**config.mk**
```make
export PLATFORM = sky130hd
export DESIGN_NAME = cache_wb_buffer
export DESIGN_NICKNAME = d
export VERILOG_FILES = /design/src/rtl/cache_wb_buffer.sv
export SDC_FILE = /design/constraint.sdc
export NUM_CORES = 2
export LEC_CHECK = 0
export ABC_AREA = 1
export ABC_CLOCK_PERIOD_IN_PS = 20200
export BUFFER_PORTS_ARGS = -buffer_cell sky130_fd_sc_hd__buf_2
export CAP_MARGIN = 20
export CORE_AREA = 8 8 405 407
export CTS_BUF_LIST = sky130_fd_sc_hd__clkbuf_8
export CTS_CLUSTER_SIZE = 20
export DETAILED_ROUTE_END_ITERATION = 12
export DIE_AREA = 0 0 413 415
export SYNTH_ARGS = -nofsm -noshare
export SYNTH_HDL_FRONTEND = slang
export SYNTH_SLANG_ARGS = --single-unit
export TNS_END_PERCENT = 30
```
**constraint.sdc**
```tcl
create_clock -name clk -period 20.2 [get_ports clk]
set_input_delay 3.03 -clock clk [delete_from_list [all_inputs] [get_ports clk]]
set_output_delay 3.03 -clock clk [all_outputs]
set_load 0.005 [all_outputs]
```
**src/rtl/cache_wb_buffer.sv**
```systemverilog
// rtl/cache_wb_buffer.sv - write-back buffer between the cache line-swap port and main memory
//
// Evicted dirty lines are absorbed into a small circular FIFO and granted one
// cycle after the request. They drain to memory in the background, oldest first.
// Line reads are served from memory. When WB_FORWARD_EN is defined, a read whose
// address matches a buffered entry is answered from that entry instead.
//
// Optional feature macro: WB_FORWARD_EN
//   defined     : read hits are forwarded from the buffer. A read miss takes
//                 priority over starting a new drain.
//   not defined : a read waits until the buffer is empty (draining continues),
//                 then reads memory.
//
// Ports
//   clk, rst                   clock, synchronous active-high reset
//   up_addr                    line address of the upstream request
//   up_rd_req, up_wr_req       upstream line read / write requests, held until up_gnt
//   up_wr_line                 eviction data
//   up_rd_line                 read data, held until the next read grant
//   up_gnt                     one-cycle upstream grant pulse
//   mem_addr                   address of the active memory request, 0 when idle
//   mem_rd_req, mem_wr_req     memory line read / write (drain), held until mem_gnt
//   mem_wr_line, mem_rd_line   drain data / memory read data
//   mem_gnt                    memory grant pulse
//   wb_count                   number of occupied buffer entries
module cache_wb_buffer #(
    parameter int LINE_ADDR_LEN = 3,
    parameter int ADDR_LEN      = 9,
    parameter int DEPTH         = 4
) (
    input  logic                              clk,
    input  logic                              rst,
    input  logic [ADDR_LEN-1:0]               up_addr,
    input  logic                              up_rd_req,
    input  logic                              up_wr_req,
    input  logic [(32<<LINE_ADDR_LEN)-1:0]    up_wr_line,
    output logic [(32<<LINE_ADDR_LEN)-1:0]    up_rd_line,
    output logic                              up_gnt,
    output logic [ADDR_LEN-1:0]               mem_addr,
    output logic                              mem_rd_req,
    output logic                              mem_wr_req,
    output logic [(32<<LINE_ADDR_LEN)-1:0]    mem_wr_line,
    input  logic [(32<<LINE_ADDR_LEN)-1:0]    mem_rd_line,
    input  logic                              mem_gnt,
    output logic [$clog2(DEPTH):0]            wb_count
);

    localparam int LINE_W = 32 << LINE_ADDR_LEN;
    localparam int PTR_W  = $clog2(DEPTH);
    localparam int CNT_W  = PTR_W + 1;

    typedef enum logic [1:0] {IDLE, RD_MEM, ACK, DRAIN} state_t;

    state_t              state;
    logic [DEPTH-1:0]    ent_valid;
    logic [ADDR_LEN-1:0] ent_addr [DEPTH];
    logic [LINE_W-1:0]   ent_line [DEPTH];
    logic [PTR_W-1:0]    head;
    logic [PTR_W-1:0]    tail;

    logic                wr_req_v;
    logic                rd_req_v;
    logic                drain_start;
    logic                head_locked;
    logic                pop;
    logic                push;
    logic                coal;
    logic                can_push;
    logic                wr_hit;
    logic [PTR_W-1:0]    wr_idx;
    logic [PTR_W-1:0]    scan_idx;
`ifdef WB_FORWARD_EN
    logic                rd_hit;
    logic [PTR_W-1:0]    rd_idx;
`endif

    // A request seen in the grant cycle is the one just granted; it is ignored.
    assign wr_req_v = up_wr_req && !up_gnt;
    assign rd_req_v = up_rd_req && !up_wr_req && !up_gnt;

`ifdef WB_FORWARD_EN
    assign drain_start = (state == IDLE) && (wb_count != '0) && !rd_req_v;
`else
    assign drain_start = (state == IDLE) && (wb_count != '0);
`endif

    // The head is frozen from the cycle its drain is launched (mem_wr_line is
    // captured on that edge), so a same-cycle write must not coalesce into it.
    assign head_locked = (state == DRAIN) || drain_start;
    assign pop         = (state == DRAIN) && mem_gnt;
    assign can_push    = (wb_count != CNT_W'(DEPTH)) || pop;
    assign coal        = wr_req_v && wr_hit;
    assign push        = wr_req_v && !wr_hit && can_push;

    // Scan oldest to newest so the last match is the youngest copy of a line.
    always_comb begin
        wr_hit   = 1'b0;
        wr_idx   = '0;
        scan_idx = '0;
`ifdef WB_FORWARD_EN
        rd_hit   = 1'b0;
        rd_idx   = '0;
`endif
        for (int i = 0; i < DEPTH; i++) begin
            scan_idx = head + PTR_W'(i);
            if (ent_valid[scan_idx] && ent_addr[scan_idx] == up_addr) begin
`ifdef WB_FORWARD_EN
                rd_hit = 1'b1;
                rd_idx = scan_idx;
`endif
                if (!(head_locked && scan_idx == head)) begin
                    wr_hit = 1'b1;
                    wr_idx = scan_idx;
                end
            end
        end
    end

    // Entry payload needs no reset; ent_valid qualifies it.
    always_ff @(posedge clk) begin
        if (coal) begin
            ent_line[wr_idx] <= up_wr_line;
        end
        if (push) begin
            ent_addr[tail] <= up_addr;
            ent_line[tail] <= up_wr_line;
        end
    end

    always_ff @(posedge clk) begin
        if (rst) begin
            state       <= IDLE;
            ent_valid   <= '0;
            head        <= '0;
            tail        <= '0;
            wb_count    <= '0;
            up_gnt      <= 1'b0;
            up_rd_line  <= '0;
            mem_addr    <= '0;
            mem_rd_req  <= 1'b0;
            mem_wr_req  <= 1'b0;
            mem_wr_line <= '0;
        end else begin
            up_gnt <= 1'b0;

            // Pop before push: when full, head == tail and the push must win.
            if (pop) begin
                ent_valid[head] <= 1'b0;
                head            <= head + 1'b1;
            end
            if (push) begin
                ent_valid[tail] <= 1'b1;
                tail            <= tail + 1'b1;
            end
            if (push || coal) begin
                up_gnt <= 1'b1;
            end
            wb_count <= wb_count + CNT_W'(push) - CNT_W'(pop);

            case (state)
                IDLE: begin
`ifdef WB_FORWARD_EN
                    if (rd_req_v) begin
                        if (rd_hit) begin
                            up_rd_line <= ent_line[rd_idx];
                            up_gnt     <= 1'b1;
                        end else begin
                            state      <= RD_MEM;
                            mem_rd_req <= 1'b1;
                            mem_addr   <= up_addr;
                        end
                    end else if (drain_start) begin
                        state       <= DRAIN;
                        mem_wr_req  <= 1'b1;
                        mem_addr    <= ent_addr[head];
                        mem_wr_line <= ent_line[head];
                    end
`else
                    if (drain_start) begin
                        state       <= DRAIN;
                        mem_wr_req  <= 1'b1;
                        mem_addr    <= ent_addr[head];
                        mem_wr_line <= ent_line[head];
                    end else if (rd_req_v) begin
                        state      <= RD_MEM;
                        mem_rd_req <= 1'b1;
                        mem_addr   <= up_addr;
                    end
`endif
                end
                RD_MEM: begin
                    if (mem_gnt) begin
                        state      <= ACK;
                        up_rd_line <= mem_rd_line;
                        up_gnt     <= 1'b1;
                        mem_rd_req <= 1'b0;
                        mem_addr   <= '0;
                    end
                end
                ACK: begin
                    state <= IDLE;
                end
                DRAIN: begin
`ifdef WB_FORWARD_EN
                    // The draining head is still valid until the pop edge.
                    if (rd_req_v && rd_hit) begin
                        up_rd_line <= ent_line[rd_idx];
                        up_gnt     <= 1'b1;
                    end
`endif
                    if (mem_gnt) begin
                        state       <= IDLE;
                        mem_wr_req  <= 1'b0;
                        mem_addr    <= '0;
                        mem_wr_line <= '0;
                    end
                end
                default: state <= IDLE;
            endcase
        end
    end

endmodule

```
## Word level (Yosys, flattened, before mapping)

Memories as Yosys holds them, arrays and structs flattened. A register that Yosys moved wholly into a read port is not among the register bits.
Index checks and enable logic that the tools add are counted.

- Word-level logic and storage cells: 145
- Output and inout port bits: 527
- Bits in registers: 537
- Memories: 2
- Input bits: 526
- Memory bits (writable): 1060

- Reduce and logical (&&, ||, !) cells: 35
- $lt $le $gt $ge: 7
- Bitwise operators: 3
- Equality and inequality tests: 18
- Add/sub/neg operators: 6
- Multiplexer cells: 63

Memory list:

| memory | depth | bits a word | rd ports | clocked after Yosys merged registers in | wr ports | line | text |
|---|---|---|---|---|---|---|---|
| ent_line | 4 | 256 | 1 | 1 | 1 | 57 | `logic [LINE_W-1:0] ent_line [DEPTH];` |
| ent_addr | 4 | 9 | 4 | 1 | 1 | 56 | `logic [ADDR_LEN-1:0] ent_addr [DEPTH];` |

Operators with widths:

| operator | count |
|---|---|
| 2-to-1 mux 256 bit | 3 |
| one-hot mux 256 bit (2 select lines) | 1 |
| OR reduction 256 bit | 1 |
| equality test 9 bit | 4 |
| 2-to-1 mux 2 bit | 17 |
| 2-to-1 mux 9 bit | 3 |
| 2-to-1 mux 1 bit | 26 |
| one-hot mux 9 bit (2 select lines) | 1 |
| logical AND 1 bit | 17 |
| less-than comparator 2 x 3 -> 1 bit, second input constant | 5 |
| 2-to-1 mux 4 bit | 3 |
| inequality test 2 bit, second input constant | 5 |
| AND reduction 3 bit | 3 |
| binary-select mux 1 bit (select 2 bit) | 4 |
| one-hot mux 2 bit (4 select lines) | 1 |
| equality test 2 bit | 3 |
| inequality test 3 bit, second input constant | 2 |
| nonzero test 2 bit | 3 |
| adder 2 x 1 -> 2 bit, second input constant | 2 |
| adder 2 bit, second input constant | 2 |
| bitwise AND 4 bit | 1 |
| demux 1 bit (select 2 bit) | 2 |
| equality test 2 bit, second input constant | 2 |
| >= comparator 2 x 1 -> 1 bit, second input constant | 2 |
| other kinds (14) | 19 |

## Depth between registers and ports, before layout

- Depth in word-level cells: 18
- Gate-level depth with buffers: 24
- Gate-level depth less buffers: 21

## Worst setup path after synthesis

OpenSTA, ideal clock, no wires.

- Path kind: input-to-reg
- Start: in mem_gnt
- End: mem ent_line[0][0] (netlist name) (enable)
- Data required time: 19.313 ns
- Setup time: 0.887 ns
- Slack: 4.508 ns
- Arrival time: 14.805 ns
- Buffers on the path: 0
- Stages: 10
- Cell sequence: inv_1 > nor2_2 > inv_1 > nand3_1 > nand4_2 > inv_2 > nand2_1 > nand2_2 > inv_2 > nor2_1

- Word-level cells in the longest chain between the ends: 7
- Elaborated cells on any way between the ends: 8
- Those cells by class: 4 x mux; 4 x reduce/logical

RTL lines:

| element | line | text |
|---|---|---|
| from (decl) | 44 | `input logic mem_gnt,` |
| logical AND 1 bit (*) | 90 | `assign pop = (state == DRAIN) && mem_gnt;` |
| logical OR 1 bit (*) | 91 | `assign can_push = (wb_count != CNT_W'(DEPTH)) \|\| pop;` |
| logical AND 1 bit (*) | 93 | `assign push = wr_req_v && !wr_hit && can_push;` |
| 2-to-1 mux 1 bit (*) | 124 | `if (push) begin` |
| 2-to-1 mux 1 bit (implied by the code) (*) | 126 | `ent_line[tail] <= up_wr_line;` |
| OR reduction 256 bit (no source line) | -- |  |
| 2-to-1 mux 2 bit (no source line) or 2-to-1 mux 1 bit (tied branches) | -- |  |
| to (decl) | 57 |  |

Mark *: on every way between the ends. The rest lies on a longest branch, timed or not.

## Worst setup path after layout

- Start: reg head[1]
- End: mem ent_line[1][186] (netlist name) (enable)

- Word-level cells in the longest chain between the ends: 17
- Elaborated cells on any way between the ends: 51
- Those cells by class: 3 x add/sub; 6 x eq/ne; 29 x mux; 12 x reduce/logical; 1 x memory

RTL lines:

| element | line | text |
|---|---|---|
| from (decl) | 58 | `logic [PTR_W-1:0] head;` |
| from (signal assigned) | 149 | `head <= head + 1'b1;` |
| parallel branches: the longest is 17 deep, another holds memory read (4 x 9 bit) | -- |  |

Several ways; the timed one is not identified. The select of a mux whose other input is x is not followed.

==> insert_results.sql <==
INSERT INTO impl_metrics (metric_group, metric, value, unit) VALUES
('finish', 'area.growth.synth_to_final', '21.0', '%'),
('timing', 'finalMaxSlewViolations', '0', ''),
('synthesis', 'yosysWarningCount', '0', ''),
('global_route', 'globalRouteTotalUtil', '23.1', '%'),
('worst_setup_path', 'setup.worst_path.class', 'flop to flop', ''),
('clock_network', 'clk_root_buffer_cell', 'clkbuf_8', ''),
('clock_network', 'number_of_buffers_inserted_during_clock_tree_synthesis', '287', ''),
('clock_network', 'deepest_clock_path_buffer_count', '4', ''),
('timing', 'final.setup.tns', '0', 'ps'),
('synthesis', 'flip_flop_and_latch_count_after_synthesis', '1599', ''),
('place', 'post_dp_cell_area', '0.0661', 'mm²'),
('synthesis', 'synth_async_sr_flop_share', '0', '%'),
('route', 'drt_pass1_iterations', '6', ''),
('worst_setup_path', 'worstPathArrival', '8320', 'ps'),
('min_path', 'min_path_cells', '2', ''),
('power', 'power_density', '134', 'mW/mm²'),
('die', 'die_area', '0.171', 'mm²'),
('finish', 'final_net_count', '6925', ''),
('route', 'drt_wl_total', '208000', 'µm'),
('timing', 'maxClockFrequency', '0.129', 'GHz'),
('power', 'worst_ir_drop_vdd', '0.197', 'mV'),
('worst_setup_path', 'reg_to_reg_critical_path_endpoint', 'ent_line[1][186]$_DFFE_PP_', ''),
('run_status', 'status', 'complete, no violations', ''),
('synthesis', 'synthesis.area_per_instance', '11.0', 'µm²'),
('synthesis', 'synth.yosys.seq_area_share', '72.0', '%'),
('timing', 'timing.max_slew.rel_slack', '16.9', '%'),
('timing', 'crit_share_post_route', '38.3', '%'),
('place', 'io_buffer_count', '1052', ''),
('timing', 'grt_setup_unrepaired', 'false', ''),
('global_route', 'grt_pass1_vias', '43200', ''),
('die', 'chipHeight', '415', 'µm'),
('timing', 'clock-skew-final', '81.0', 'ps'),
('global_route', 'grt_first_pass_wirelength', '297000', 'µm'),
('route', 'post_drt_wl_per_cell', '23.8', 'µm'),
('synthesis', 'synth.cell_area', '0.0592', 'mm²'),
('timing', 'period_needed', '7740', 'ps'),
('worst_setup_path', 'r2r.worst_path.cells', '22', ''),
('die', 'i_o_pin_total', '1053', ''),
('job', 'max_cap_viol_count', '0', ''),
('min_path', 'holdCritStartpoint', 'mem_wr_line[183]$_SDFFE_PP0P_', ''),
('timing', 'final_setup_violation_count', '0', ''),
('die', 'core_area', '0.157', 'mm²'),
('worst_setup_path', 'ff2ff_setup_slack', '12460', 'ps'),
('clock_network', 'worst_skew_pair.late_latency', '1020', 'ps'),
('route', 'final_antenna_net_count', '0', ''),
('synthesis', 'synth_edf_count', '1060', ''),
('global_route', 'grt_remaining_overflow', '0', ''),
('synthesis', 'muxShareOfSynthArea', '0', '%'),
('route', 'detailroute.via_count', '44800', ''),
('route', 'drc', '0', ''),
('worst_setup_path', 'kind_of_start_point_of_the_critical_path', 'flop', ''),
('place', 'globalplace.congestion', '0.910', ''),
('route', 'drt_iter0_drc', '3682', ''),
('worst_setup_path', 'worstReg2RegStart', 'head[1]$_SDFFE_PP0P_', ''),
('worst_setup_path', 'critical_path.max_fanout', '55', ''),
('synthesis', 'synth_cell_type_count', '33', ''),
('place', 'hpwlAfterDp', '137000', 'µm'),
('clock_network', 'cts.sinks', '1599', ''),
('synthesis', 'xor_xnor_portion_of_the_synthesized_cell_area', '0.0296', '%'),
('die', 'placement_rows', '146', ''),
('synthesis', 'dominantRegCellSynth', 'edfxtp_1', ''),
('synthesis', 'synth_nets', '5897', ''),
('clock_network', 'cts_hold_buffers', '0', ''),
('clock_network', 'clock_tree.htree_level_count', '5', ''),
('timing', 'worstMarginPinSlew', '1250', 'ps'),
('worst_setup_path', 'timing.critical_path.to_type', 'flop', ''),
('synthesis', 'synth-compound-area-share', '11.8', '%'),
('clock_network', 'setup_fix_buffers_added_after_clock_tree_synthesis', '0', ''),
('route', 'via_per_inst', '5.13', ''),
('clock_network', 'worst_setup_hold_path_clk_slew', '60', 'ps'),
('synthesis', 'synthSimpleGateAreaFrac', '13.2', '%');
## cells by family (layout without fill, tap and decap cells)
group / Yosys count / after routing
simple gates: 2014 / 2014
flops: 1599 / 1599
compound gates: 1323 / 1323
buf+inv: 413 / 1652
fa+ha+maj: 10 / 10
xor+xnor: 2 / 2
other cells: 0 / 60
## metal layers
metal / routed length, µm / track usage (%) / up-vias
met5: 310 / 0 / -
met4: 11700 / 13.4 / 46
met3: 16700 / 7.19 / 477
met2: 103000 / 39.0 / 1700
met1: 76500 / 25.7 / 21600
li1: - / - / 20900
## worst max-delay path, cell delays in order, from the launching register on
cell	delay, ps
dfxtp_1	890
inv_2	370
ha_1	960
inv_2	410
nand3_1	240
nand2_1	70
nand2_1	60
nand2_1	50
nor2_1	190
inv_1	60
nor2_1	140
nand2_1	100
nand2_2	90
nor2_1	70
nand2_1	60
nand2_1	70
inv_2	70
nand3_1	180
nor2_4	150
buf_4	680
buf_4	710
buf_4	720
buf_4	790
## cell type report
class	count	area [µm²]
diodes	60	150
clock buffers	328	4510
clock inverters	172	862
fillers	14900	85800
inverters	49	233
multi-input cells	3349	15000
flip-flops and latches	1599	42600
well taps	2072	2590
repair buffers	1103	5730
## through the flow
| step | power (W) | hold slack (ps) | utilization, % | instances | setup WS (ps) |
|---|---|---|---|---|---|
| final | 0.00958 | 460 | 45.5 | 8732 | 12460 |
| after global routing | 0.0101 | 477 | 45.5 | 8699 | 11960 |
| after CTS | 0.00970 | 461 | 45.4 | 8671 | 12390 |
| after detailed placement | 0.00682 | 452 | 42.0 | 8171 | 11890 |
| after global placement | 0.00679 | 449 | 42.0 | 8171 | 11920 |
| after floorplan | 0.00576 | 456 | - | 5361 | 4510 |
## layout by cell type (no fill, tap or decap), drive strengths merged, types with 2 or more instances in the layout
| cell type | instances |
|---|---|
| edfxtp | 1060 |
| diode | 60 |
| o21ai | 774 |
| ha | 9 |
| inv | 171 |
| nor2 | 1068 |
| clkinv | 38 |
| xor2 | 2 |
| nand3 | 123 |
| bufinv | 6 |
| buf | 1103 |
| nand4 | 5 |
| dfxtp | 539 |
| a21oi | 282 |
| o22ai | 257 |
| o211ai | 10 |
| clkbuf | 328 |
| nand2 | 815 |
| clkinvlp | 6 |
## worst max path at each step
| stage | startpoint | to | slack, ps | cells after the start |
|---|---|---|---|---|
| 2_1_floorplan | mem_gnt | ent_line[0][0]$_DFFE_PP_ | 4510 | 10 |
| 3_3_place_gp | up_addr[2] | ent_line[1][203]$_DFFE_PP_ | 11920 | 19 |
| 3_5_place_dp | up_addr[2] | ent_line[1][174]$_DFFE_PP_ | 11890 | 19 |
| 4_1_cts | head[1]$_SDFFE_PP0P_ | ent_line[1][182]$_DFFE_PP_ | 12390 | 22 |
| 5_1_grt | head[1]$_SDFFE_PP0P_ | ent_line[1][205]$_DFFE_PP_ | 11960 | 22 |
| 6_report | head[1]$_SDFFE_PP0P_ | ent_line[1][186]$_DFFE_PP_ | 12460 | 22 |
## cell usage after synthesis, types with 6 or more instances
master    instances  share of area, %
dfxtp_1         539                18
edfxtp_1       1060                54
o21ai_0         773               6.5
inv_1            38              0.24
nand2_2           6             0.063
nand2_1         809               5.1
nand3_1         120               1.0
buf_2            33              0.28
a21oi_1         282               2.4
buf_4             7             0.089
buf_6             7              0.13
inv_2             6             0.038
clkbuf_1        297               1.9
ha_1              9              0.19
o22ai_1         257               2.7
o211ai_1         10              0.13
nor2_1         1062               6.7
buf_1            19              0.12
## sequential cells by signal (all words and copies together) (netlist names), named ones only
name / cells
head: 2
mem_wr_line: 256
up_gnt: 1
tail: 2
up_rd_line: 256
mem_wr_req: 1
wb_count: 3
ent_line: 1024
ent_addr: 36
mem_rd_req: 1
ent_valid: 4
state: 2
mem_addr: 9
## report_power, final
| group | total [W] | switching, W | leakage, nW | internal [W] |
|---|---|---|---|---|
| Clock | 0.00286 | 0.00131 | 3.20 | 0.00155 |
| Combinational | 0.00225 | 0.00159 | 11.3 | 0.000657 |
| Sequential | 0.00447 | 0.000298 | 14.1 | 0.00417 |
Note: power is estimated with default switching activity, not from simulation.
